## config.mk

```make
export PLATFORM = sky130hd
export DESIGN_NAME = seq_alu
export DESIGN_NICKNAME = d
export VERILOG_FILES = /design/src/rtl/alu_pkg.sv /design/src/rtl/seq_muldiv.sv /design/src/rtl/seq_alu.sv
export SDC_FILE = /design/constraint.sdc
export NUM_CORES = 2
export LEC_CHECK = 0
export CORE_ASPECT_RATIO = 2
export CORE_MARGIN = 4
export CORE_UTILIZATION = 40
export DETAILED_ROUTE_END_ITERATION = 7
export SLEW_MARGIN = 0
export SYNTH_ARGS = -nofsm -noshare
export SYNTH_HDL_FRONTEND = slang
export SYNTH_SLANG_ARGS = --single-unit
```

## constraint.sdc

```tcl
create_clock -name clock -period 10 [get_ports clock]
set_input_delay 1 -clock clock [delete_from_list [all_inputs] [get_ports clock]]
set_output_delay 1 -clock clock [all_outputs]
set_load 0.005 [all_outputs]
```

## src/rtl/alu_pkg.sv

```systemverilog
// ---------------------------------------------------------------------------
// alu_pkg
// Shared definitions for the multi-cycle ALU: opcode encodings, the FSM state
// encoding and a helper that classifies the ops finishing in one cycle.
// No ports (package).
// ---------------------------------------------------------------------------
package alu_pkg;

  localparam logic [4:0] OP_AND  = 5'b00101;
  localparam logic [4:0] OP_OR   = 5'b00110;
  localparam logic [4:0] OP_ADD  = 5'b00011;
  localparam logic [4:0] OP_SUB  = 5'b00100;
  localparam logic [4:0] OP_SHR  = 5'b01001;
  localparam logic [4:0] OP_SHRA = 5'b01010;
  localparam logic [4:0] OP_SHL  = 5'b01011;
  localparam logic [4:0] OP_ROR  = 5'b01000;
  localparam logic [4:0] OP_ROL  = 5'b00111;
  localparam logic [4:0] OP_NEG  = 5'b10001;
  localparam logic [4:0] OP_NOT  = 5'b10010;
  localparam logic [4:0] OP_MUL  = 5'b10000;
  localparam logic [4:0] OP_DIV  = 5'b01111;

  typedef enum logic [2:0] {
    ST_IDLE = 3'd0,
    ST_MUL  = 3'd1,
    ST_DIV  = 3'd2,
    ST_DFIX = 3'd3,
    ST_DONE = 3'd4
  } state_t;

  function automatic logic is_single_cycle(input logic [4:0] op);
    case (op)
      OP_AND, OP_OR, OP_ADD, OP_SUB,
      OP_SHR, OP_SHRA, OP_SHL, OP_ROR, OP_ROL,
      OP_NEG, OP_NOT: return 1'b1;
      default:        return 1'b0;
    endcase
  endfunction

endpackage

```

## src/rtl/seq_muldiv.sv

```systemverilog
// ---------------------------------------------------------------------------
// seq_muldiv
// Iterative datapath shared by MUL (radix-2 Booth) and DIV (restoring, on
// magnitudes, with a final sign fix). One step per clock for WIDTH clocks.
//
// Ports:
//   clock      in   system clock, rising edge
//   clear      in   asynchronous active-high reset
//   load       in   capture operands and start iterating
//   op_is_div  in   sampled with load: 1 = divide, 0 = multiply
//   A, B       in   operands (multiplicand/multiplier or dividend/divisor)
//   hi, lo     out  MUL: product halves, valid while fin=1 (value after the
//                   last step); DIV: remainder/quotient, valid once all steps
//                   are done (the cycle after fin)
//   fin        out  high during the cycle whose edge performs the last step
// ---------------------------------------------------------------------------
module seq_muldiv #(
  parameter int WIDTH = 32
) (
  input  logic             clock,
  input  logic             clear,
  input  logic             load,
  input  logic             op_is_div,
  input  logic [WIDTH-1:0] A,
  input  logic [WIDTH-1:0] B,
  output logic [WIDTH-1:0] hi,
  output logic [WIDTH-1:0] lo,
  output logic             fin
);

  localparam int CW = $clog2(WIDTH) + 1;
  localparam logic [CW-1:0] COUNT_INIT = CW'(WIDTH);
  localparam logic [CW-1:0] COUNT_ONE  = CW'(1);

  // acc/m carry an extra bit: Booth needs it when the multiplicand is the
  // most negative value, restoring division needs it as the borrow bit.
  logic [WIDTH:0]   acc_reg;
  logic [WIDTH:0]   m_reg;
  logic [WIDTH-1:0] q_reg;
  logic             qm1_reg;
  logic [CW-1:0]    count_reg;
  logic             div_reg;
  logic             sign_a_reg;
  logic             sign_b_reg;

  logic [WIDTH-1:0] abs_a, abs_b;
  assign abs_a = A[WIDTH-1] ? ('0 - A) : A;
  assign abs_b = B[WIDTH-1] ? ('0 - B) : B;

  // Booth step: add/sub on {Q0, q-1}, then arithmetic shift of {acc, Q, q-1}.
  logic [WIDTH:0]   booth_sum;
  logic [WIDTH:0]   mul_acc_next;
  logic [WIDTH-1:0] mul_q_next;

  always_comb begin
    booth_sum = acc_reg;
    case ({q_reg[0], qm1_reg})
      2'b01:   booth_sum = acc_reg + m_reg;
      2'b10:   booth_sum = acc_reg - m_reg;
      default: booth_sum = acc_reg;
    endcase
  end

  assign mul_acc_next = {booth_sum[WIDTH], booth_sum[WIDTH:1]};
  assign mul_q_next   = {booth_sum[0], q_reg[WIDTH-1:1]};

  // Restoring step: shift the dividend bit into the partial remainder and
  // keep the difference only when it did not borrow.
  logic [WIDTH:0]   r_shift;
  logic [WIDTH:0]   r_diff;
  logic [WIDTH:0]   div_acc_next;
  logic [WIDTH-1:0] div_q_next;

  assign r_shift      = {acc_reg[WIDTH-1:0], q_reg[WIDTH-1]};
  assign r_diff       = r_shift - m_reg;
  assign div_acc_next = r_diff[WIDTH] ? r_shift : r_diff;
  assign div_q_next   = {q_reg[WIDTH-2:0], ~r_diff[WIDTH]};

  always_ff @(posedge clock or posedge clear) begin
    if (clear) begin
      acc_reg    <= '0;
      m_reg      <= '0;
      q_reg      <= '0;
      qm1_reg    <= 1'b0;
      count_reg  <= '0;
      div_reg    <= 1'b0;
      sign_a_reg <= 1'b0;
      sign_b_reg <= 1'b0;
    end else if (load) begin
      acc_reg    <= '0;
      qm1_reg    <= 1'b0;
      count_reg  <= COUNT_INIT;
      div_reg    <= op_is_div;
      sign_a_reg <= A[WIDTH-1];
      sign_b_reg <= B[WIDTH-1];
      if (op_is_div) begin
        q_reg <= abs_a;
        m_reg <= {1'b0, abs_b};
      end else begin
        q_reg <= B;
        m_reg <= {A[WIDTH-1], A};
      end
    end else if (count_reg != '0) begin
      count_reg <= count_reg - COUNT_ONE;
      if (div_reg) begin
        acc_reg <= div_acc_next;
        q_reg   <= div_q_next;
      end else begin
        acc_reg <= mul_acc_next;
        q_reg   <= mul_q_next;
        qm1_reg <= q_reg[0];
      end
    end
  end

  assign fin = (count_reg == COUNT_ONE);

  // MUL exposes the post-step value so the caller can capture on the same
  // edge as the final step; DIV applies the sign fix to the settled registers.
  always_comb begin
    if (div_reg) begin
      hi = sign_a_reg ? ('0 - acc_reg[WIDTH-1:0]) : acc_reg[WIDTH-1:0];
      lo = (sign_a_reg ^ sign_b_reg) ? ('0 - q_reg) : q_reg;
    end else begin
      hi = mul_acc_next[WIDTH-1:0];
      lo = mul_q_next;
    end
  end

endmodule

```

## src/rtl/seq_alu.sv

```systemverilog
// ---------------------------------------------------------------------------
// seq_alu
// Multi-cycle ALU with start/done handshake. Logic, add/sub, shift, rotate,
// negate and invert finish in one cycle; MUL and DIV iterate in seq_muldiv.
//
// Ports:
//   clock        in   system clock, rising edge
//   clear        in   asynchronous active-high reset
//   start        in   one-cycle request; opcode/A/B sampled on the same edge
//   opcode       in   operation select
//   A, B         in   operands; B[SHW-1:0] is the shift/rotate amount
//   busy         out  high while a MUL/DIV is iterating (MUL, DIV, DFIX)
//   done         out  one-cycle pulse; Zhigh/Zlow valid from this cycle
//   Zhigh        out  product high / remainder / 0
//   Zlow         out  product low / quotient / single-cycle result
//   div_by_zero  out  sticky until the next accepted start
//   illegal_op   out  sticky until the next accepted start
// ---------------------------------------------------------------------------
module seq_alu #(
  parameter int WIDTH = 32,
  parameter int SHW   = $clog2(WIDTH)
) (
  input  logic             clock,
  input  logic             clear,
  input  logic             start,
  input  logic [4:0]       opcode,
  input  logic [WIDTH-1:0] A,
  input  logic [WIDTH-1:0] B,
  output logic             busy,
  output logic             done,
  output logic [WIDTH-1:0] Zhigh,
  output logic [WIDTH-1:0] Zlow,
  output logic             div_by_zero,
  output logic             illegal_op
);

  import alu_pkg::*;

  state_t           state_reg;
  logic             busy_reg;
  logic             done_reg;
  logic [WIDTH-1:0] zhigh_reg;
  logic [WIDTH-1:0] zlow_reg;
  logic             dbz_reg;
  logic             ill_reg;

  // ---------------- single-cycle datapath ----------------
  logic [SHW-1:0]   amt;
  logic [WIDTH-1:0] ror_res;
  logic [WIDTH-1:0] rol_res;
  logic [WIDTH-1:0] alu_res;

  assign amt = B[SHW-1:0];

  // Rotates as per-bit muxes; the SHW-bit index arithmetic wraps, which is
  // exactly "amount modulo WIDTH".
  genvar gi;
  generate
    for (gi = 0; gi < WIDTH; gi++) begin : g_rot
      logic [SHW-1:0] ror_idx;
      logic [SHW-1:0] rol_idx;
      assign ror_idx     = SHW'(gi) + amt;
      assign rol_idx     = SHW'(gi) - amt;
      assign ror_res[gi] = A[ror_idx];
      assign rol_res[gi] = A[rol_idx];
    end
  endgenerate

  always_comb begin
    alu_res = '0;
    case (opcode)
      OP_AND:  alu_res = A & B;
      OP_OR:   alu_res = A | B;
      OP_ADD:  alu_res = A + B;
      OP_SUB:  alu_res = A - B;
      OP_SHR:  alu_res = A >> amt;
      OP_SHRA: alu_res = $signed(A) >>> amt;
      OP_SHL:  alu_res = A << amt;
      OP_ROR:  alu_res = ror_res;
      OP_ROL:  alu_res = rol_res;
      OP_NEG:  alu_res = '0 - A;
      OP_NOT:  alu_res = ~A;
      default: alu_res = '0;
    endcase
  end

  // ---------------- iterative datapath ----------------
  logic             md_load;
  logic [WIDTH-1:0] md_hi;
  logic [WIDTH-1:0] md_lo;
  logic             md_fin;

  // Divide-by-zero never enters the iterator; it is resolved in IDLE.
  assign md_load = (state_reg == ST_IDLE) && start &&
                   ((opcode == OP_MUL) || ((opcode == OP_DIV) && (B != '0)));

  seq_muldiv #(.WIDTH(WIDTH)) u_muldiv (
    .clock     (clock),
    .clear     (clear),
    .load      (md_load),
    .op_is_div (opcode == OP_DIV),
    .A         (A),
    .B         (B),
    .hi        (md_hi),
    .lo        (md_lo),
    .fin       (md_fin)
  );

  // ---------------- control FSM and output registers ----------------
  always_ff @(posedge clock or posedge clear) begin
    if (clear) begin
      state_reg <= ST_IDLE;
      busy_reg  <= 1'b0;
      done_reg  <= 1'b0;
      zhigh_reg <= '0;
      zlow_reg  <= '0;
      dbz_reg   <= 1'b0;
      ill_reg   <= 1'b0;
    end else begin
      done_reg <= 1'b0;
      case (state_reg)
        ST_IDLE: begin
          if (start) begin
            dbz_reg <= 1'b0;
            ill_reg <= 1'b0;
            if (is_single_cycle(opcode)) begin
              zlow_reg  <= alu_res;
              zhigh_reg <= '0;
              done_reg  <= 1'b1;
              state_reg <= ST_DONE;
            end else if (opcode == OP_MUL) begin
              busy_reg  <= 1'b1;
              state_reg <= ST_MUL;
            end else if (opcode == OP_DIV) begin
              if (B == '0) begin
                zlow_reg  <= '1;
                zhigh_reg <= A;
                dbz_reg   <= 1'b1;
                done_reg  <= 1'b1;
                state_reg <= ST_DONE;
              end else begin
                busy_reg  <= 1'b1;
                state_reg <= ST_DIV;
              end
            end else begin
              zlow_reg  <= '0;
              zhigh_reg <= '0;
              ill_reg   <= 1'b1;
              done_reg  <= 1'b1;
              state_reg <= ST_DONE;
            end
          end
        end
        ST_MUL: begin
          if (md_fin) begin
            zhigh_reg <= md_hi;
            zlow_reg  <= md_lo;
            busy_reg  <= 1'b0;
            done_reg  <= 1'b1;
            state_reg <= ST_DONE;
          end
        end
        ST_DIV: begin
          if (md_fin) state_reg <= ST_DFIX;
        end
        ST_DFIX: begin
          zhigh_reg <= md_hi;
          zlow_reg  <= md_lo;
          busy_reg  <= 1'b0;
          done_reg  <= 1'b1;
          state_reg <= ST_DONE;
        end
        ST_DONE: state_reg <= ST_IDLE;
        default: state_reg <= ST_IDLE;
      endcase
    end
  end

  assign busy        = busy_reg;
  assign done        = done_reg;
  assign Zhigh       = zhigh_reg;
  assign Zlow        = zlow_reg;
  assign div_by_zero = dbz_reg;
  assign illegal_op  = ill_reg;

endmodule

```

==> flow_summary.toml <==
[logic_synthesis]
synth_edf_count = 0
async_flop_share_pct = 100.0
netlist_area_sq_um = 27230
yosysWarnings = 0
synth_flop_cell = "dfrtp_1"
yosysTopAreaCellShare_pct = 16.45
ys_top_cells_by_area = "dfrtp_1 (16%), mux2i_1 (7.1%), a21oi_1 (6.6%)"
synth_area_per_cell_sq_um = 7.243
yosys.area.top_type = "dfrtp_1"
seq_area_frac_synth_pct = 16.45
ys_seq_elements = 179
syn_nets = 3958
yosys.cell_types.count = 82
synthCells = 3759

[floorplan]
dieArea_sq_um = 72560
die_w_microns = 192.5
core-area_sq_um = 67560
num_io_pins = 140
start_util_pct = 40.30
rows = 135
die_y_microns = 377.0

[drt]
viasPerCell = 6.733
drc = 0
dr.pass1.iters = 8
final_antenna_net_count = 0
wire_per_inst_microns = 34.67
drt_wl_total_microns = 160200
dr.first_iter.drc_count = 2874
num_vias = 31110

[critical_path]
reg2reg_to = "Zhigh[26]"
worst-r2r-setup-slack_ns = 3.99
critical_path_class = "input pin to register"
critPathMaxFanout = 43
crit_required_ns = 10.43
crit_path_start_kind = "input pin"
timing.rr.start = "u_muldiv.m_reg[2]"
critPathCaptureType = "register"
arrival_ns = 7.13
reg2reg_depth = 17

[worst_hold_path]
hold_class = "register to register"
holdPathEnd = "Zhigh[1]"
hold_start = "Zhigh[1]"
hold_path_depth = 2

[finish]
fin_area_sq_um = 30170
multi_input_area_sq_um = 21220
nFillCells = 7118
instances_no_fill = 4621
finalNetCount = 3919
layout-drive-gt1-share_pct = 8.027
regArea_sq_um = 4483
syn_to_final_growth_pct = 10.82

[sta]
relSlewSlack_pct = -8.640
fmax_ghz = 0.1493
fin_worst_skew_ns = 0.02274
tns_ns = 0
hold_violations = 0
final.min_clock_period_ns = 6.698
grt_setup_unrepaired = "no"
slew_viol_final = 2
tightestPinTransition_ns = 1.630
setup_slack_ns = 3.302
setup-violations-final = 0
fin_crit_sh_pct = 66.98

[status]
status = "finished, violations left"
violations = "max-capacitance violations, max-slew violations"

[placed_design]
placed_cell_area_sq_um = 29480
dpl_worst_slack_ns = 2.942
io_buffers = 139
dpl.hpwl_microns = 123700
place.gp.congestion = 1.075
dp_cells = 4581

[clocking]
cts_root_buf = "clkbuf_16"
htree_levels = 4
cts_setup_buffers = 0
clk_latency_ns = 0.53
tritoncts = "done"
cts_made_buffers = 25
cts.repair.resized = 0
cts.sinks = 179
cts-hold-fix-buffers = 0
cts_buffer_depth = 3
clk_pin_slew_worst_paths_ns = 0.08

[global_route]
grt_max_degree = 119
top_usage_layer = "met2"
grt_pass1_vias = 30330
met1_usage_pct = 38.43
gr-usage-met2_pct = 72.01
groute.usage.overall_pct = 43.16
grt_first_pass_wirelength_microns = 224200
antenna_found_initial = 13
use_met3_pct = 9.406
overflow = 0

[job]
maxCapViolCount = 1

[pwr]
leakage_nw = 12.19
worst_ir_drop_vdd_mv = 0.2477
p_per_area_nw_per_um2 = 296.8
-- layout make-up --
cell class                 instances  share of cell area (%)
multi-input combinational       3157                   70.33
sequential                       179                   14.86
timing repair buffer             266                   7.730
tap                              890                   3.691
clock buffer                      29                   2.123
inverter                          91                   1.157
clock inverter                     3                 0.06635
antenna                            6                 0.04976
-- synthesized netlist by cell type, drive strengths merged, types with 12 or more instances --
cell type	number
a211oi	76
o21a	17
nor4	21
inv	89
nor2b	32
o22ai	25
or3	40
a221oi	51
o21ai	291
o221ai	18
and2	21
nor2	428
xor2	150
nor3	73
or4	16
o2111ai	12
a21o	42
o21bai	13
a21oi	361
nand2	415
mux4	60
nand3	65
o211ai	78
and3	19
mux2i	193
mux2	38
a31oi	60
xnor2	175
o31ai	54
ha	124
dfrtp	179
buf	61
clkbuf	271
o41ai	17
nand2b	30
-- worst max path at each step --
| stage | startpoint | endpoint | depth (start not counted) |
|---|---|---|---|
| finish | B[2] | Zlow[31] | 23 |
| detailed placement | B[2] | Zlow[31] | 23 |
| global placement | B[2] | Zlow[31] | 23 |
| CTS | B[2] | Zlow[31] | 23 |
| floorplan | B[2] | Zlow[31] | 25 |
| global route | B[2] | Zlow[31] | 23 |
-- kinds of logic after synthesis --
family                   share of synthesized area, %
multiplexers                                    13.66
buffers and inverters                           5.928
AO/OA/AOI/OAI                                   28.21
flip-flops                                      16.45
adder cells (fa/ha/maj)                         5.919
AND/OR/NAND/NOR                                 19.35
XOR/XNOR                                        10.48
-- critical path, cell delays in order --
cell and delay, ns:
buf_2 0.10, buf_4 0.28, inv_2 0.51, ha_1 0.34, nor2b_1 0.37, nand2_1 0.20
or3_1 0.42, or3_1 0.43, or2_2 0.35, or3_1 0.37, nand2_1 0.10, xor2_1 0.18
ha_1 0.33, and3_1 0.27, a31oi_1 0.22, o21ai_0 0.14, a21o_1 0.19, a41o_1 0.24
a22o_1 0.24, o41ai_1 0.33, xnor2_1 0.16, a21oi_1 0.09, o31ai_1 0.21
-- metrics by stage --
stage	util, %	total power [mW]	hold slack [ns]
CTS	44.61	8.804	0.4921
detailed placement	43.63	7.979	0.4739
floorplan	-	5.948	0.4657
global route	44.64	9.566	0.5310
global placement	43.63	7.951	0.4658
finish	44.66	8.955	0.4882
-- layout by cell type (no fill, tap or decap), drive strengths merged, types with 124 or more instances in the layout --
| cell type | synthesis | final |
|---|---|---|
| a21oi | 361 | 361 |
| nor2 | 428 | 428 |
| buf | 61 | 132 |
| nand2 | 415 | 415 |
| xnor2 | 175 | 175 |
| clkdlybuf4s50 | 0 | 133 |
| o21ai | 291 | 291 |
| mux2i | 193 | 193 |
| xor2 | 150 | 150 |
| ha | 124 | 124 |
| dfrtp | 179 | 179 |
-- power breakdown --
part | leakage (nW) | switching, mW | internal [mW] | total, mW
Combinational | 9.69 | 3.94 | 2.56 | 6.51
Clock | 0.317 | 0.346 | 0.450 | 0.796
Sequential | 2.18 | 0.590 | 1.06 | 1.65
Total | 12.2 | 4.88 | 4.07 | 8.95
-- per-layer routing --
metal / wire length (microns) / share of wire (%)
met1: 47200 / 29
met4: 26130 / 16
met3: 11070 / 6.9
met5: 86 / 0.054
met2: 75720 / 47
Power figures use the tool's default switching activity.
